File: src/rtl/dram_dma.sv
// Block-copy / block-fill DMA engine: a third DRAM requester with a burst buffer so that
// reads and writes are grouped into runs of up to BURST words.
module dram_dma #(
  parameter int unsigned BURST = 4,
  parameter int unsigned LEN_W = 10
) (
  input  logic             fclk,
  input  logic             rst,
  input  logic             start,
  input  logic             abort,
  input  logic             fill,
  input  logic [20:0]      src_addr,
  input  logic [20:0]      dst_addr,
  input  logic [LEN_W-1:0] len,
  input  logic [15:0]      fill_data,
  output logic             busy,
  output logic             done,
  output logic [LEN_W-1:0] remain,
  output logic             dma_req,
  output logic             dma_rnw,
  output logic [20:0]      dma_addr,
  output logic [15:0]      dma_wrdata,
  output logic [1:0]       dma_bsel,
  input  logic             dma_next,
  input  logic             dma_strobe,
  input  logic [15:0]      dma_rddata
);

  localparam int unsigned PW = $clog2(BURST);
  localparam int unsigned CW = PW + 1;

  typedef enum logic [2:0] {StIdle, StRdReq, StRdWait, StWrReq, StAbortWait} state_e;

  state_e           state_q, state_d;
  logic [20:0]      src_q, src_d, dst_q, dst_d;
  logic [LEN_W-1:0] remain_q, remain_d;
  logic             fill_q, fill_d;
  logic [15:0]      pat_q, pat_d;
  logic [CW-1:0]    chunk_q, chunk_d, wptr_q, wptr_d, rptr_q, rptr_d;
  logic             done_q, done_d;
  logic             mem_we;
  logic [15:0]      mem_q [BURST];

  function automatic logic [CW-1:0] chunk_of(input logic [LEN_W-1:0] n);
    if (int'(n) > int'(BURST)) chunk_of = CW'(BURST);
    else                       chunk_of = CW'(n);
  endfunction

  always_comb begin
    state_d  = state_q;
    src_d    = src_q;
    dst_d    = dst_q;
    remain_d = remain_q;
    fill_d   = fill_q;
    pat_d    = pat_q;
    chunk_d  = chunk_q;
    wptr_d   = wptr_q;
    rptr_d   = rptr_q;
    done_d   = 1'b0;
    mem_we   = 1'b0;
    unique case (state_q)
      StIdle: begin
        // start takes priority over abort; abort alone is a no-op here
        if (start) begin
          src_d    = src_addr;
          dst_d    = dst_addr;
          remain_d = len;
          fill_d   = fill;
          pat_d    = fill_data;
          wptr_d   = '0;
          rptr_d   = '0;
          if (len == '0) begin
            done_d = 1'b1;
          end else begin
            chunk_d = chunk_of(len);
            state_d = fill ? StWrReq : StRdReq;
          end
        end
      end
      StRdReq: begin
        if (dma_next) begin
          src_d   = src_q + 21'd1;
          state_d = abort ? StAbortWait : StRdWait;
        end else if (abort) begin
          state_d = StIdle;
          done_d  = 1'b1;
        end
      end
      StRdWait: begin
        if (dma_strobe) begin
          mem_we = 1'b1;
          wptr_d = wptr_q + CW'(1);
          if (abort) begin
            state_d = StIdle;
            done_d  = 1'b1;
          end else if (wptr_q + CW'(1) < chunk_q) begin
            state_d = StRdReq;
          end else begin
            state_d = StWrReq;
            rptr_d  = '0;
          end
        end else if (abort) begin
          state_d = StAbortWait;
        end
      end
      StWrReq: begin
        if (dma_next) begin
          dst_d    = dst_q + 21'd1;
          remain_d = remain_q - LEN_W'(1);
          rptr_d   = rptr_q + CW'(1);
          if (remain_q == LEN_W'(1) || abort) begin
            state_d = StIdle;
            done_d  = 1'b1;
          end else if (rptr_q + CW'(1) == chunk_q) begin
            chunk_d = chunk_of(remain_q - LEN_W'(1));
            rptr_d  = '0;
            wptr_d  = '0;
            state_d = fill_q ? StWrReq : StRdReq;
          end
        end else if (abort) begin
          state_d = StIdle;
          done_d  = 1'b1;
        end
      end
      StAbortWait: begin
        if (dma_strobe) begin
          state_d = StIdle;
          done_d  = 1'b1;
        end
      end
      default: state_d = StIdle;
    endcase
  end

  always_ff @(posedge fclk) begin
    if (rst) begin
      state_q  <= StIdle;
      src_q    <= '0;
      dst_q    <= '0;
      remain_q <= '0;
      fill_q   <= 1'b0;
      pat_q    <= '0;
      chunk_q  <= '0;
      wptr_q   <= '0;
      rptr_q   <= '0;
      done_q   <= 1'b0;
    end else begin
      state_q  <= state_d;
      src_q    <= src_d;
      dst_q    <= dst_d;
      remain_q <= remain_d;
      fill_q   <= fill_d;
      pat_q    <= pat_d;
      chunk_q  <= chunk_d;
      wptr_q   <= wptr_d;
      rptr_q   <= rptr_d;
      done_q   <= done_d;
    end
  end

  // Buffer contents need no reset: every slot is written before it is read.
  always_ff @(posedge fclk) begin
    if (mem_we) mem_q[wptr_q[PW-1:0]] <= dma_rddata;
  end

  assign busy       = (state_q != StIdle);
  assign done       = done_q;
  assign remain     = remain_q;
  assign dma_req    = (state_q == StRdReq) || (state_q == StWrReq);
  assign dma_rnw    = (state_q == StRdReq);
  assign dma_addr   = (state_q == StRdReq) ? src_q : (state_q == StWrReq) ? dst_q : 21'd0;
  assign dma_wrdata = (state_q != StWrReq) ? 16'd0 : fill_q ? pat_q : mem_q[rptr_q[PW-1:0]];
  assign dma_bsel   = 2'b11;

endmodule

File: config.mk
export PLATFORM = sky130hd
export DESIGN_NAME = dram_dma
export DESIGN_NICKNAME = d
export VERILOG_FILES = /design/src/rtl/dram_dma.sv
export SDC_FILE = /design/constraint.sdc
export NUM_CORES = 1
export LEC_CHECK = 0
export CAP_MARGIN = 5
export CELL_PAD_IN_SITES_DETAIL_PLACEMENT = 0
export CELL_PAD_IN_SITES_GLOBAL_PLACEMENT = 1
export CORE_MARGIN = 2
export CORE_UTILIZATION = 40
export CTS_CLUSTER_DIAMETER = 50
export DETAILED_ROUTE_END_ITERATION = 10
export PLACE_DENSITY = 0.82
export RECOVER_POWER = 100
export REMOVE_ABC_BUFFERS = 1
export SKIP_LAST_GASP = 1
export SYNTH_ARGS = -nofsm -noshare
export SYNTH_HDL_FRONTEND = slang
export SYNTH_SLANG_ARGS = --single-unit
File: constraint.sdc
create_clock -name fclk -period 2.5 [get_ports fclk]
set_input_delay 0.5 -clock fclk [delete_from_list [all_inputs] [get_ports fclk]]
set_output_delay 0.5 -clock fclk [all_outputs]
set_load 0.03 [all_outputs]
Yosys cells after proc, flatten, opt, wreduce, memory -nomap -nowiden
Memory sizes are Yosys's and may differ from the RTL's. A register that Yosys moved wholly into a read port is not among the register bits.
Index checks and enable logic that the tools add are counted.
{ "totals": {"ff_bits": 82, "ramBits": 64, "input_bits": 91, "wordCells": 117, "memories": 1} }
{ "memory_table": {"columns": ["memory", "depth", "word_bits", "read_ports", "rd_clocked_by_memory_dff", "wr", "line", "rtl"], "rows": [
  ["mem_q", 4, 16, 1, 1, 1, "42", "logic [15:0] mem_q [BURST];"]
]} }
{ "op_classes": {"n_addsub": 5, "magnitude_cmp": 3, "n_eq_ne": 19, "muxes": 64, "n_reduce_logical": 15} }
{ "ops": {"columns": ["operator", "count"], "rows": [
  ["21-bit two-way mux", 6],
  ["3-bit two-way mux", 29],
  ["21-bit case mux with 2 select lines", 2],
  ["21-bit by 1-bit adder with 21-bit output, second input constant", 2],
  ["16-bit two-way mux", 2],
  ["10-bit by 3-bit greater-than comparator with 1-bit output, second input constant", 2],
  ["10-bit two-way mux", 2],
  ["10-bit case mux with 2 select lines", 1],
  ["2-bit inequality test, second input constant", 9],
  ["3-bit case mux with 3 select lines", 2],
  ["6-bit AND reduction", 3],
  ["3-bit case mux with 5 select lines", 1],
  ["2-bit two-way mux", 6],
  ["1-bit two-way mux", 11],
  ["10-bit by 1-bit == test with 1-bit output, second input constant", 1],
  ["10-bit logical NOT", 1],
  ["10-bit by 1-bit subtractor with 10-bit output, second input constant", 1],
  ["3-bit by 1-bit adder with 3-bit output, second input constant", 2],
  ["3-bit by 2-bit == test with 1-bit output, second input constant", 2],
  ["3-bit case mux with 2 select lines", 1],
  ["3-bit AND reduction", 2],
  ["3-bit nonzero test", 2],
  ["1-bit case mux with 5 select lines", 1],
  ["5-bit AND reduction", 1],
  ["other kinds (12)", 14]
]} }

Longest topological paths before layout
{ "logic_depth": {"depth_word": 8, "ltp_mapped": 9, "depth_no_buf": 8} }

Least setup slack after synthesis
OpenSTA, ideal clock, no wires.
{ "synth_timing": {"path_type": "flip-flop to output port", "start": "reg (tool-made name)", "end": "out dma_wrdata[10]", "arrival_ns": 1.798, "required_ns": 2.000, "path_slack_ns": 0.202, "stages_incl_launch_ff": 6, "path_buffers": 2, "path_cell_list": "dfxtp_1 -> clkbuf_1 -> buf_2 -> mux4_2 -> mux2i_1 -> nor2_1"} }
{ "synth_lines": {"columns": ["item", "line", "rtl"], "rows": [
  ["to (decl)", "22", "output logic [15:0] dma_wrdata,"]
]} }

==> flow_metrics.env <==
export IMPL_synth_seq_cells=148
export IMPL_placed_cells=1227
export IMPL_dr_pass1_iters=5
export IMPL_p_per_area_mw_per_mm2=744
export IMPL_synth_most_common_cell="nand2_1"
export IMPL_fin_util_pct=52.6
export IMPL_routabilityCongestion=0.879
export IMPL_nets=1084
export IMPL_slew_headroom_pct=40.2
export IMPL_postRouteWirelength_um=22500
export IMPL_synth_common_cells="nand2_1 (88), dfxtp_1 (84), nor2_1 (78)"
export IMPL_syn_mean_instance_area_um2=9.41
export IMPL_vias=7042
export IMPL_drtAntennaViolNets=0
export IMPL_synth_top_cell_area_share_pct=24.3
export IMPL_ys_top_cells_by_area="edfxtp_1 (24%), dfxtp_1 (21%), mux2i_1 (5.1%), a21oi_1 (4.7%), mux4_2 (4.6%)"
export IMPL_grt_max_degree=77
export IMPL_drt_iter0_markers=451
export IMPL_numPortBuffers=141
export IMPL_die_area_mm2=0.0209
export IMPL_die_w_um=145
export IMPL_core_area_mm2=0.0194
export IMPL_skew_ns=0.0111
export IMPL_clock_latency_ns=0.43
export IMPL_ctsHoldBuffers=0
export IMPL_peakVddDrop_v=0.000580
export IMPL_finalSetupViolations=0
export IMPL_async_flop_share_pct=0
export IMPL_power_total_mw=7.59
export IMPL_slew_violations=0
export IMPL_dpl_hpwl_um=15300
export IMPL_synthCells=840
export IMPL_clockBufferDepth=2
export IMPL_fin_crit_sh_pct=96.4
export IMPL_worstMarginPinSlew_ns=0.898
export IMPL_pin_count=144
export IMPL_crit_path_start_kind="register"
export IMPL_grt_setup_unrepaired="false"
export IMPL_detail_route_wl_per_cell_um=17.8
export IMPL_antenna_found_initial=6
export IMPL_netlist_area_mm2=0.00790
export IMPL_first_global_vias=6558
export IMPL_hold_path_class="register to register"
export IMPL_p_leak_nw=3.67
export IMPL_crit_path_end_kind="output pin"
export IMPL_yosys_warnings=0
export IMPL_clockRootBuffer="clkbuf_16"
export IMPL_drive_above_1_share_pct=14.6
export IMPL_post_synth_top_area_cell="edfxtp_1"
export IMPL_cts_sinks=148
export IMPL_clkTransAtPathRegs_ns=0.06
export IMPL_seq_area_frac_synth_pct=45.6
export IMPL_arrival_ns=1.91
export IMPL_h_tree_depth=4
export IMPL_finalHoldViolations=0
export IMPL_criticalPathCategory="register to output pin"
export IMPL_die_height_um=145
export IMPL_vias_per_cell=5.57
export IMPL_tns_ns=0
export IMPL_n_fill_cell=1822
export IMPL_globalRoute_totalOverflow=0
export IMPL_yosysUniqueCellTypes=73
export IMPL_stdcell_count=1264
export IMPL_area_growth_pct=29.1
export IMPL_required_ns=2.00
export IMPL_fp_row_count=51
export IMPL_drc_errors=0
export IMPL_maxCapViolations=0
export IMPL_cp_max_fo=8
export IMPL_start_util_pct=40.7
export IMPL_ys_flop_type="dfxtp_1"
export IMPL_numCtsBuffers=17
export IMPL_status="complete, no violations"
export IMPL_synth_edff_count=64
export IMPL_max_freq_ghz=0.415
export IMPL_cts_setup_buffers=0
export IMPL_cts_tree="done"
export IMPL_min_period_ns=2.41
export IMPL_grt_pass1_wl_um=34800
export IMPL_track_usage_pct=21.5
==> cell type report <==
| cell class | count | area [um2] | share of cell area (%) |
|---|---|---|---|
| clock inverters | 14 | 168 | 1.64 |
| diodes | 4 | 10.0 | 0.0981 |
| well taps | 265 | 332 | 3.25 |
| repair buffers | 192 | 1680 | 16.5 |
| clock buffers | 18 | 429 | 4.21 |
| multi-input cells | 606 | 3920 | 38.4 |
| flip-flops and latches | 148 | 3600 | 35.3 |
| inverters | 17 | 63.8 | 0.625 |
==> worst paths after layout <==
path                                 from       endpoint  slack (ns)  cells after the start
worst max-delay path             register  dma_wrdata[3]        0.09                      5
worst min-delay path             pat_q[3]       pat_q[3]        0.46                      2
worst max register to register  remain[0]     chunk_q[1]        0.21                      7
worst min register to register   pat_q[3]       pat_q[3]        0.46                      2
==> critical path, stage by stage (launching register included) <==
cell     delay [ns]
dfxtp_2        0.40
buf_12         0.16
mux4_2         0.52
mux2i_1        0.17
nor2_1         0.06
buf_4          0.17
==> where the power goes <==
part,switching [mW],internal (mW),total [mW]
registers,0.228,2.73,2.96
logic,1.17,0.842,2.01
clock network,1.11,1.50,2.62
total,2.51,5.08,7.59
==> metal layers <==
metal / vias to the layer above / wire length [um] / part of all wire (%) / global-route usage [%]
li1: 3414 / - / - / -
met1: 3341 / 9970 / 44 / 28.4
met2: 250 / 10500 / 46 / 34.7
met3: 33 / 1670 / 7.4 / 5.56
met4: 4 / 411 / 1.8 / 7.05
met5: - / 18 / 0.080 / 0
==> sequential cells by signal, summed over array words and instances (netlist names), named ones only <==
signal,cells
wptr_q,3
chunk_q,3
dst_q,21
remain,10
src_q,21
rptr_q,3
pat_q,16
done,1
fill_q,1
mem_q,64
state_q,3
==> cell usage in the layout (no fill, tap or decap), drive strengths merged, types with 6 or more instances in the layout <==
master	Yosys	routed
a211oi	13	13
a21oi	75	75
a22oi	6	6
a2bb2oi	7	7
a311oi	9	9
a31oi	11	11
and2	15	15
and3	18	18
buf	24	54
clkbuf	46	55
clkdlybuf4s50	0	72
dfxtp	84	84
dlygate4sd3	0	28
edfxtp	64	64
ha	11	11
inv	15	22
mux2i	40	40
mux4	16	16
nand2	88	88
nand3	32	32
nand4	14	14
nor2	80	80
nor3	12	12
nor4	13	13
o21ai	48	48
o22ai	7	7
o31ai	11	11
==> timing repair <==
action                                  4_1_cts  5_1_grt
gates resized for setup                       1        2
cloned                                        0        1
endpoints found under the setup margin        1        9
pin swaps                                     0        0
==> cells by family after synthesis <==
kind of cell	after synthesis	synth area share, %
fa+ha+maj	11	1.74
other cells	1	0.0474
simple gates	307	19.2
compound gates	222	17.9
xor+xnor	6	0.839
mux	58	9.91
buf+inv	87	4.76
flops	148	45.6
==> per-stage QoR <==
stage	worst slack, ns	area [um2]	hold WS, ns
floorplan	-1.31	7590	0.430
finish	0.0901	10200	0.455
detailed placement	0.00786	9720	0.447
global placement	0.0143	9720	0.443
CTS	0.0690	10300	0.455
global route	0.00121	10200	0.473
No activity file was read; power rests on OpenSTA's default activity.
